<file path="src/rtl/apb_slave.sv">
// apb_slave: APB completer in front of a 16 x 8-bit register file.
// Wait states come from a down-counter that is loaded on each setup cycle.
// Read data is captured at the end of SETUP. Writes commit on the completing edge.
module apb_slave #(
  parameter int unsigned WAIT_STATES = 0
) (
  input  logic       pclk,
  input  logic       rst_n,     // active-high asynchronous reset, despite the name
  input  logic [3:0] paddr,
  input  logic       pwrite,
  input  logic       psel,
  input  logic       penable,
  input  logic [7:0] pwdata,
  output logic [7:0] prdata,
  output logic       pready
);

  typedef enum logic [1:0] {
    IDLE   = 2'd0,
    SETUP  = 2'd1,
    ACCESS = 2'd2
  } state_t;

  state_t     state_q, state_d;
  logic [3:0] wait_q, wait_d;
  logic [7:0] prdata_q, prdata_d;
  logic [7:0] mem_q [16];
  logic [7:0] mem_d [16];

  logic setup_phase;
  logic access_phase;
  logic wr_en;

  // Bus phase decode straight from the requester's strobes.
  assign setup_phase  = psel & ~penable;
  assign access_phase = psel & penable;

  // pready is only raised for a transfer that began with a setup cycle seen
  // after reset. It drops combinationally the moment reset is asserted.
  assign pready = access_phase & (wait_q == 4'd0) & (state_q != IDLE) & ~rst_n;
  assign wr_en  = access_phase & pwrite & pready;

  assign prdata = prdata_q;

  // Next-state logic for the transfer-tracking FSM.
  always_comb begin
    // NOTE: every always_comb target gets a default first so no path leaves it unassigned (no latch).
    state_d = state_q;
    case (state_q)
      IDLE:    if (setup_phase) state_d = SETUP;
      SETUP:   state_d = psel ? ACCESS : IDLE;
      ACCESS: begin
        if (!psel)            state_d = IDLE;
        else if (setup_phase) state_d = SETUP;
        else                  state_d = ACCESS;
      end
      default: state_d = IDLE;
    endcase
  end

  // Datapath next values: wait counter, read capture and register-file write.
  always_comb begin
    wait_d   = wait_q;
    prdata_d = prdata_q;
    mem_d    = mem_q;
    if (setup_phase) begin
      wait_d = 4'(WAIT_STATES);
      if (!pwrite) prdata_d = mem_q[paddr];
    end else if (access_phase && wait_q != 4'd0) begin
      wait_d = wait_q - 4'd1;
    end
    if (wr_en) mem_d[paddr] = pwdata;
  end

  // All state updates on pclk. Reset clears everything, including the register file.
  always_ff @(posedge pclk or posedge rst_n) begin
    if (rst_n) begin
      state_q  <= IDLE;
      wait_q   <= '0;
      prdata_q <= '0;
      // NOTE: the register file must read as zero after reset, so the storage is
      // built from resettable flops rather than a RAM macro.
      for (int i = 0; i < 16; i++) mem_q[i] <= '0;
    end else begin
      // NOTE: non-blocking assignments keep every flop sampling pre-edge values.
      state_q  <= state_d;
      wait_q   <= wait_d;
      prdata_q <= prdata_d;
      for (int i = 0; i < 16; i++) mem_q[i] <= mem_d[i];
    end
  end

endmodule

</file>
<file path="config.mk">
export PLATFORM = sky130hd
export DESIGN_NAME = apb_slave
export DESIGN_NICKNAME = d
export VERILOG_FILES = /design/src/rtl/apb_slave.sv
export SDC_FILE = /design/constraint.sdc
export NUM_CORES = 1
export LEC_CHECK = 0
export ABC_AREA = 1
export CAP_MARGIN = 5
export CORE_ASPECT_RATIO = 0.7
export CORE_MARGIN = 8
export CORE_UTILIZATION = 43
export CTS_BUF_LIST = sky130_fd_sc_hd__clkbuf_4 sky130_fd_sc_hd__clkbuf_8 sky130_fd_sc_hd__clkbuf_16
export DETAILED_ROUTE_END_ITERATION = 10
export GPL_TIMING_DRIVEN = 0
export SLEW_MARGIN = 40
export SYNTH_ARGS = -nofsm -noshare
export SYNTH_HDL_FRONTEND = slang
export SYNTH_SLANG_ARGS = --single-unit
</file>
<file path="constraint.sdc">
create_clock -name pclk -period 4.1 [get_ports pclk]
set_clock_uncertainty 0.15 [all_clocks]
set_input_delay 0.41 -clock pclk [delete_from_list [all_inputs] [get_ports pclk]]
set_output_delay 0.41 -clock pclk [all_outputs]
set_load 0.01 [all_outputs]
</file>
**Word level (Yosys, flattened, before mapping)**

Cells that the tools add are included.

- Input bits: 17
- Output and inout port bits: 9
- Register bits after elaboration: 142
- Logic and storage cells: 57

- Add/sub/neg operators: 1
- Reduce and logical (&&, ||, !) cells: 8
- Bitwise operators: 11
- Magnitude comparators: 2
- Equal/unequal tests: 3
- Muxes and demuxes: 13

Operators by type and width:

| kind | number |
|---|---|
| bitwise mux 128 bit | 1 |
| binary-select mux 8 bit (select 4 bit) | 1 |
| demux 8 bit (select 4 bit) | 1 |
| two-way mux 8 bit | 3 |
| two-way mux 2 bit | 4 |
| two-way mux 4 bit | 2 |
| AND 1 bit | 7 |
| one-hot mux 2 bit (3 select lines) | 1 |
| >= comparator 5 bit, second input constant | 1 |
| < comparator 5 x 1 -> 1 bit, second input constant | 1 |
| NOT 4 -> 5 bit | 1 |
| zero test 4 bit | 1 |
| nonzero test 2 bit | 2 |
| nonzero test 4 bit | 1 |
| subtractor 4 x 1 -> 4 bit, second input constant | 1 |
| NOT 1 bit | 3 |
| equality test 2 x 1 -> 1 bit, second input constant | 1 |
| equality test 2 bit, second input constant | 1 |
| logical AND 1 bit | 2 |
| zero test 2 bit | 1 |
| != test 2 bit, second input constant | 1 |
| AND reduction 2 bit | 1 |

**Logic depth before layout (Yosys ltp)**

Gate-level depths: netlist (run 1).

- Word-level depth: 6
- Gate-level depth with buffers: 11
- Depth with buffers taken out: 9

**Worst setup path after synthesis (run 1)**

OpenSTA, ideal clock, no wires.

- Path kind: in2reg
- From: input port rst_n
- To: register mem_q[72] (netlist name)
- Data required time: 3.820 ns
- Library setup time: 0.130 ns
- Stages: 8
- Path slack: -0.718 ns
- Arrival time: 4.538 ns
- Buffers on the path: 2
- Path through: inv_1 > nand3_2 > nor2_4 > buf_12 > nand2_4 > buf_6 > nand2_1 > o21ai_2

- Word-level cells in the longest chain between the ends: 3

Ends and longest elaborated chain:

| element | RTL line | text |
|---|---|---|
| start, declared | 8 | `input logic rst_n,` |
| NOT 1 bit | 40 | `assign pready = access_phase & (wait_q == 4'd0) & (state_q != IDLE) & ~rst_n;` |
| AND 1 bit | 40 |  |
| AND 1 bit | 41 | `assign wr_en = access_phase & pwrite & pready;` |
| end, declared | 27 | `logic [7:0] mem_q [16];` |

No other way between the ends.
A chain may end at the register's enable or synchronous reset.

**Worst setup path after layout (run 1)**

- From: input port rst_n
- To: output port pready

- Word-level cells in the longest chain between the ends: 2

Ends and longest elaborated chain:

| element | RTL line | text |
|---|---|---|
| NOT 1 bit | 40 |  |
| AND 1 bit | 40 |  |
| end, declared | 15 | `output logic pready` |

No other way between the ends.

==> impl_metrics.csv, run 1 <==
group,metric,value,unit
clocking,clockBufferDepth,2,
critical_path,cp_slowest_stage_delay,0.50,ns
critical_path,startpoint,"rst_n",
clocking,clk_latency,0.42,ns
sta,setup_slack,1.01,ns
route,avgRoutedWirePerCell,17.9,µm
power_and_ir_drop,p_total,3.38,mW
hold_path,min_path_type,"input pin to async pin",
placement,dp_hpwl,14700,µm
route,first_iter_violations,611,
floorplan,io_pins,26,
synthesis,netlist_instances,877,
critical_path,crit_required,3.54,ns
grt,grt_pass1_vias,5666,
synthesis,syn_area,6900,µm²
route,num_vias,5969,
floorplan,die_h,122,µm
sta,rsz0062_at_grt,"false",
clocking,post_cts_resized,0,
sta,min_period,3.09,ns
synthesis,ys_seq_elements,142,
placement,placed_area,7540,µm²
synthesis,syn_nets,896,
sta,hold-worst-slack,0.224,ns
critical_path,r2r_cells,10,
final_layout,area_delta_synth_final,17.3,%
floorplan,start_util,44.3,%
critical_path,cpMaxStageDelayCell,"clkdlybuf4s50_1",
power_and_ir_drop,power_density,417,nW/µm²
critical_path,cp_cell_sequence,"clkdlybuf4s50_1, clkinvlp_4, buf_12, buf_12, nand3_2, inv_1, clkdlybuf4s50_1",
final_layout,layout.nets,945,
floorplan,fp.dieW,167,µm
final_layout,stdcell_area,8100,µm²
synthesis,syn_area_per_cell,7.87,µm²
placement,pre_cts_slack,0.935,ns
final_layout,antenna_cells,0,
critical_path,reg2reg_setup_slack,1.92,ns
sta,fmax,0.323,GHz
critical_path,cp-start-kind,"input pin",
route,firstDrtPassIters,5,
placement,io_buffer_count,24,
sta,drv_slew,0,
grt,antenna_found_initial,0,
sta,setup_viol,0,
run,drv_cap,0,
route,drt_wl_total,20400,µm
sta,relSlewSlack,45.1,%
clocking,numCtsBuffers,17,
route,drc_errors,0,
critical_path,worst_setup_path_end_kind,"primary output",
critical_path,arrival,2.53,ns
grt,grt_max_degree,26,
synthesis,ys_types,26,
run_status,status,"finished clean",
clocking,cts_setup_buffers,0,
sta,tightestPinTransition,0.824,ns
grt,grt-ovfl-total,0,
grt,grt_pass1_wl,32500,µm
final_layout,final_layout_size_suffix_gt1_share,12.0,%
critical_path,crit_fanout,25,
clocking,ctsHoldBuffers,0,
clocking,cts_root_buf,"clkbuf_16",
floorplan,core_area,15600,µm²
placement,gp_congestion,0.978,
power_and_ir_drop,power.leakage,4.07,nW
floorplan,die_area,20400,µm²
grt,grt_usage,20.7,%
power_and_ir_drop,ir_worst_vdd,0.000200,V
sta,fin_crit_sh,75.5,%
floorplan,core.rowCount,38,
synthesis,ys_seq_area_share,51.5,%
clocking,path_clk_slew,0.06,ns
clocking,clock_sinks,142,
route,ant_nets,0,
critical_path,worstReg2RegStart,"wait_q[0]",
sta,finalHoldViolations,0,
route,via_per_inst,5.25,
critical_path,timing_worst_setup_path_type,"input pin to primary output",
clocking,htree_levels,4,
synthesis,synth_warnings,0,
clocking,cts_tree,"built",
==> metal layers <==
metal / track usage (%) / part of all wire, % / vias to the layer above / wire, µm
met2: 30.3 / 42 / 215 / 8610
met3: 4.07 / 7.2 / 30 / 1470
met4: 4.72 / 1.3 / 0 / 274
met1: 31.0 / 49 / 2838 / 10000
met5: 0 / 0 / - / 0
li1: - / - / 2886 / -
==> registers in the layout, summed over array words and instances (netlist names) <==
signal	count
mem_q	128
prdata	8
state_q	2
wait_q	4
==> cells by family (layout without fill, tap and decap cells) <==
family                   after synthesis  count (layout)  share of synthesized area, %
AND/OR/NAND/NOR                      516             516                          31.1
flip-flops                           142             142                          51.5
AO/OA/AOI/OAI                        133             133                          10.6
buffers and inverters                 83             144                          6.29
adder cells (fa/ha/maj)                2               2                         0.363
XOR/XNOR                               1               1                         0.127
==> critical path, delay by kind of cell <==
| kind | cells | cell delay (ns) |
|---|---|---|
| buffers and inverters | 6 | 1.99 |
| and+or+nand+nor | 1 | 0.12 |
==> Yosys cell counts <==
cell type / number / share of area, %
a211oi_1: 1 / 0.11
buf_1: 2 / 0.11
buf_12: 1 / 0.29
buf_2: 19 / 1.4
buf_6: 11 / 1.8
clkbuf_1: 17 / 0.92
clkinv_1: 1 / 0.054
dfrtp_1: 142 / 51
ha_1: 2 / 0.36
inv_1: 31 / 1.7
inv_2: 1 / 0.054
nand2_1: 400 / 22
nand2_2: 1 / 0.091
nand2_4: 10 / 1.6
nand3_1: 43 / 3.1
nand3_2: 1 / 0.15
nand4_1: 9 / 0.82
nor2_1: 38 / 2.1
nor2_2: 2 / 0.18
nor2_4: 3 / 0.49
o21ai_0: 49 / 3.6
o21ai_1: 65 / 4.7
o21ai_2: 17 / 2.2
o22ai_1: 1 / 0.091
or2_2: 9 / 0.82
xnor2_1: 1 / 0.13
==> worst paths after layout <==
| check | endpoint |
|---|---|
| max | pready |
| min | mem_q[113] |
| max reg2reg | mem_q[104] |
| min reg2reg | state_q[0] |
| max in group asynchronous | mem_q[31] |
| min in group pclk | state_q[0] |
==> power by group <==
group / internal, mW / switching, mW / total [mW]
logic: 0.143 / 0.242 / 0.385
clock network: 0.858 / 0.623 / 1.48
registers: 1.47 / 0.0424 / 1.51
==> final cells by class <==
| class | count | area [µm²] |
|---|---|---|
| fillers | 1530 | 7500 |
| flip-flops and latches | 142 | 3550 |
| multi-input cells | 652 | 2910 |
| clock inverters | 12 | 114 |
| repair buffers | 30 | 383 |
| inverters | 33 | 128 |
| clock buffers | 19 | 447 |
| plain buffers | 50 | 310 |
| well taps | 200 | 250 |
==> cells in the final DEF (no fill, tap or decap), drive strengths merged <==
cell,netlist,layout
clkinvlp,0,5
nor2,43,43
buf,33,39
inv,32,34
o22ai,1,1
nand3,44,44
clkinv,1,5
dfrtp,142,142
bufinv,0,1
ha,2,2
nand4,9,9
o21ai,131,131
nand2,411,411
or2,9,9
a211oi,1,1
clkbuf,17,36
clkdlybuf4s50,0,24
xnor2,1,1
==> through the flow <==
step	utilization (%)	std cells	TNS, ns
2_1_floorplan	-	877	0
5_1_grt	51.9	1138	0
3_5_place_dp	48.3	1107	0
6_report	51.9	1138	0
3_3_place_gp	47.4	1101	-167.35
4_1_cts	51.9	1138	0
Power figures use the tool's default switching activity.
==> run 2, diff against run 1 <==
==> constraint.sdc (replaced) <==
create_clock -name pclk -period 3 [get_ports pclk]
set_clock_uncertainty 0.15 [all_clocks]
set_input_delay 0.3 -clock pclk [delete_from_list [all_inputs] [get_ports pclk]]
set_output_delay 0.3 -clock pclk [all_outputs]
set_load 0.01 [all_outputs]
==> impl_metrics.csv, run 2 (synthesis results as in run 1) <==
group,metric,value,unit
sta,rsz0062_at_grt,"false",
power_and_ir_drop,internal_power,3.72,mW
power_and_ir_drop,p_comb_share,10.8,%
critical_path,critPathCapture,"pready",
route,firstDrtPassIters,7,
floorplan,fp.dieW,167,µm
clocking,cts_root_buf,"clkbuf_16",
power_and_ir_drop,p_total,4.95,mW
grt,grt_pass1_wl,32300,µm
sta,setup_viol,0,
critical_path,crit_buf_inv,6,
critical_path,crit_cells,7,
grt,antenna_found_initial,0,
clocking,path_clk_slew,0.06,ns
grt,grt-ovfl-total,0,
route,via_per_inst,5.22,
clocking,post_cts_resized,0,
clocking,clock_sinks,142,
sta,tightestPinTransition,0.798,ns
grt,grt_max_degree,26,
critical_path,cp_slowest_stage_delay,0.50,ns
placement,gp_congestion,0.967,
sta,hold-worst-slack,0.167,ns
clocking,ctsHoldBuffers,0,
critical_path,reg2reg_to,"mem_q[104]",
critical_path,cp_cell_sequence,"clkdlybuf4s50_1, clkinvlp_4, buf_16, buf_12, nand3_2, inv_1, clkdlybuf4s50_1",
critical_path,worst_setup_path_end_kind,"primary output",
critical_path,arrival,2.07,ns
final_layout,final_util,52.9,%
sta,fmax,0.397,GHz
critical_path,cp-start-kind,"input pin",
placement,pre_cts_slack,0.00777,ns
floorplan,die_area,20400,µm²
critical_path,startpoint,"rst_n",
final_layout,final_cell_mix,"400 x nand2_1, 142 x dfrtp_1, 65 x o21ai_1",
final_layout,final_common_cell,"nand2_1",
sta,relSlewSlack,46.8,%
final_layout,final_cells,1147,
sta,setup_slack,0.482,ns
final_layout,antenna_cells,0,
floorplan,io_pins,26,
power_and_ir_drop,p_seq_share,41.8,%
route,num_vias,5990,
placement,placedCellCount,1107,
final_layout,largest_reg_flops,128,
sta,min_period,2.52,ns
critical_path,reg2reg_setup_slack,0.79,ns
final_layout,layout.nets,953,
power_and_ir_drop,power.leakage,4.15,nW
critical_path,crit_required,2.55,ns
placement,io_buffer_count,24,
critical_path,worstReg2RegStart,"wait_q[0]",
power_and_ir_drop,netSwitchingPower,1.23,mW
clocking,clockBufferDepth,2,
sta,fin_crit_sh,83.9,%
route,ant_nets,0,
floorplan,start_util,44.3,%
power_and_ir_drop,swShare,24.8,%
sta,finalHoldViolations,0,
critical_path,cpMaxStageDelayCell,"clkdlybuf4s50_1",
critical_path,crit_fanout,25,
run_status,status,"finished clean",
clocking,numCtsBuffers,17,
critical_path,r2r_cells,10,
route,avgRoutedWirePerCell,17.7,µm
clocking,htree_levels,4,
power_and_ir_drop,ir_worst_vdd,0.000353,V
grt,grt_pass1_vias,5728,
route,first_iter_violations,619,
floorplan,die_h,122,µm
route,drc_errors,0,
final_layout,num-fill-cells,1537,
final_layout,final_layout_size_suffix_gt1_share,12.9,%
floorplan,core_area,15600,µm²
run,drv_cap,0,
critical_path,crit_top_cell,"clkdlybuf4s50_1",
grt,grt_usage,20.7,%
clocking,cts_tree,"built",
final_layout,regMostFlops,"mem_q",
power_and_ir_drop,power_density,599,nW/µm²
critical_path,cp_top_family,"buffers and inverters",
route,drt_wl_total,20300,µm
power_and_ir_drop,power.share.clock,47.4,%
placement,dp_hpwl,14300,µm
clocking,clk_latency,0.43,ns
hold_path,min_path_type,"input pin to async pin",
floorplan,core.rowCount,38,
sta,drv_slew,0,
final_layout,area_delta_synth_final,19.6,%
critical_path,timing_worst_setup_path_type,"input pin to primary output",
## run 2: changes by cell type in the layout (fill, tap and decap cells not counted), moves of 3 or more
cell,change
clkinvlp_4,-3
buf_4,+8
clkinv_2,+3
inv_6,-3
bufinv_16,+4
## run 2: repair_timing
action,4_1_cts,5_1_grt
hold endpoints to repair,0,0
endpoints found under the setup margin,0,1
buffers inserted,0,7
## run 2: worst min path at each step
stage | endpoint | slack [ns] | start
floorplan | state_q[0] | 0.28 | state_q[0]
global placement | state_q[0] | 0.30 | state_q[0]
detailed placement | state_q[0] | 0.30 | state_q[0]
CTS | mem_q[7] | 0.10 | rst_n
global route | mem_q[7] | 0.18 | rst_n
finish | mem_q[7] | 0.17 | rst_n
## run 2: per-stage QoR
stage,TNS [ns],instance area [µm²]
floorplan,-60.01,6920
global placement,-377.42,7410
detailed placement,0,7550
CTS,0,8200
global route,0,8260
finish,0,8260
## run 2: area by class of cell
| class | instances | area (µm²) | area share [%] |
|---|---|---|---|
| Sequential cell | 142 | 3550 | 43.0 |
| Multi-Input combinational cell | 652 | 2920 | 35.4 |
| Clock buffer | 20 | 454 | 5.50 |
| Timing Repair Buffer | 38 | 443 | 5.36 |
| Buffer | 50 | 314 | 3.80 |
| Tap cell | 200 | 250 | 3.03 |
| Clock inverter | 12 | 191 | 2.32 |
| Inverter | 33 | 128 | 1.55 |
## run 2: worst reg2reg max path, cell delays in order, from the launching register on
cell and delay, ns:
dfrtp_1 0.38, inv_1 0.12, ha_1 0.15, nand2_1 0.06, nor2_2 0.10, nand3_2 0.13
nor2_4 0.28, nand2_1 0.28, buf_2 0.28, nand2_1 0.07, o21ai_0 0.06
## run 2: metal layers
metal | share of wire, % | vias up | GRT usage (%)
li1 | - | 2904 | -
met1 | 49 | 2871 | 29.9
met2 | 43 | 194 | 30.5
met3 | 7.3 | 21 | 5.30
met4 | 1.1 | 0 | 5.67
met5 | 0 | - | 0
## run 2: power by group through the flow
stage,sequential (mW),clock (mW),combinational (mW)
4_1_cts,2.07,2.37,0.528
6_report,2.07,2.35,0.532
3_5_place_dp,2.10,0,0.526
2_1_floorplan,2.10,0,0.322
5_1_grt,2.08,2.44,0.598
3_3_place_gp,2.10,0,0.497
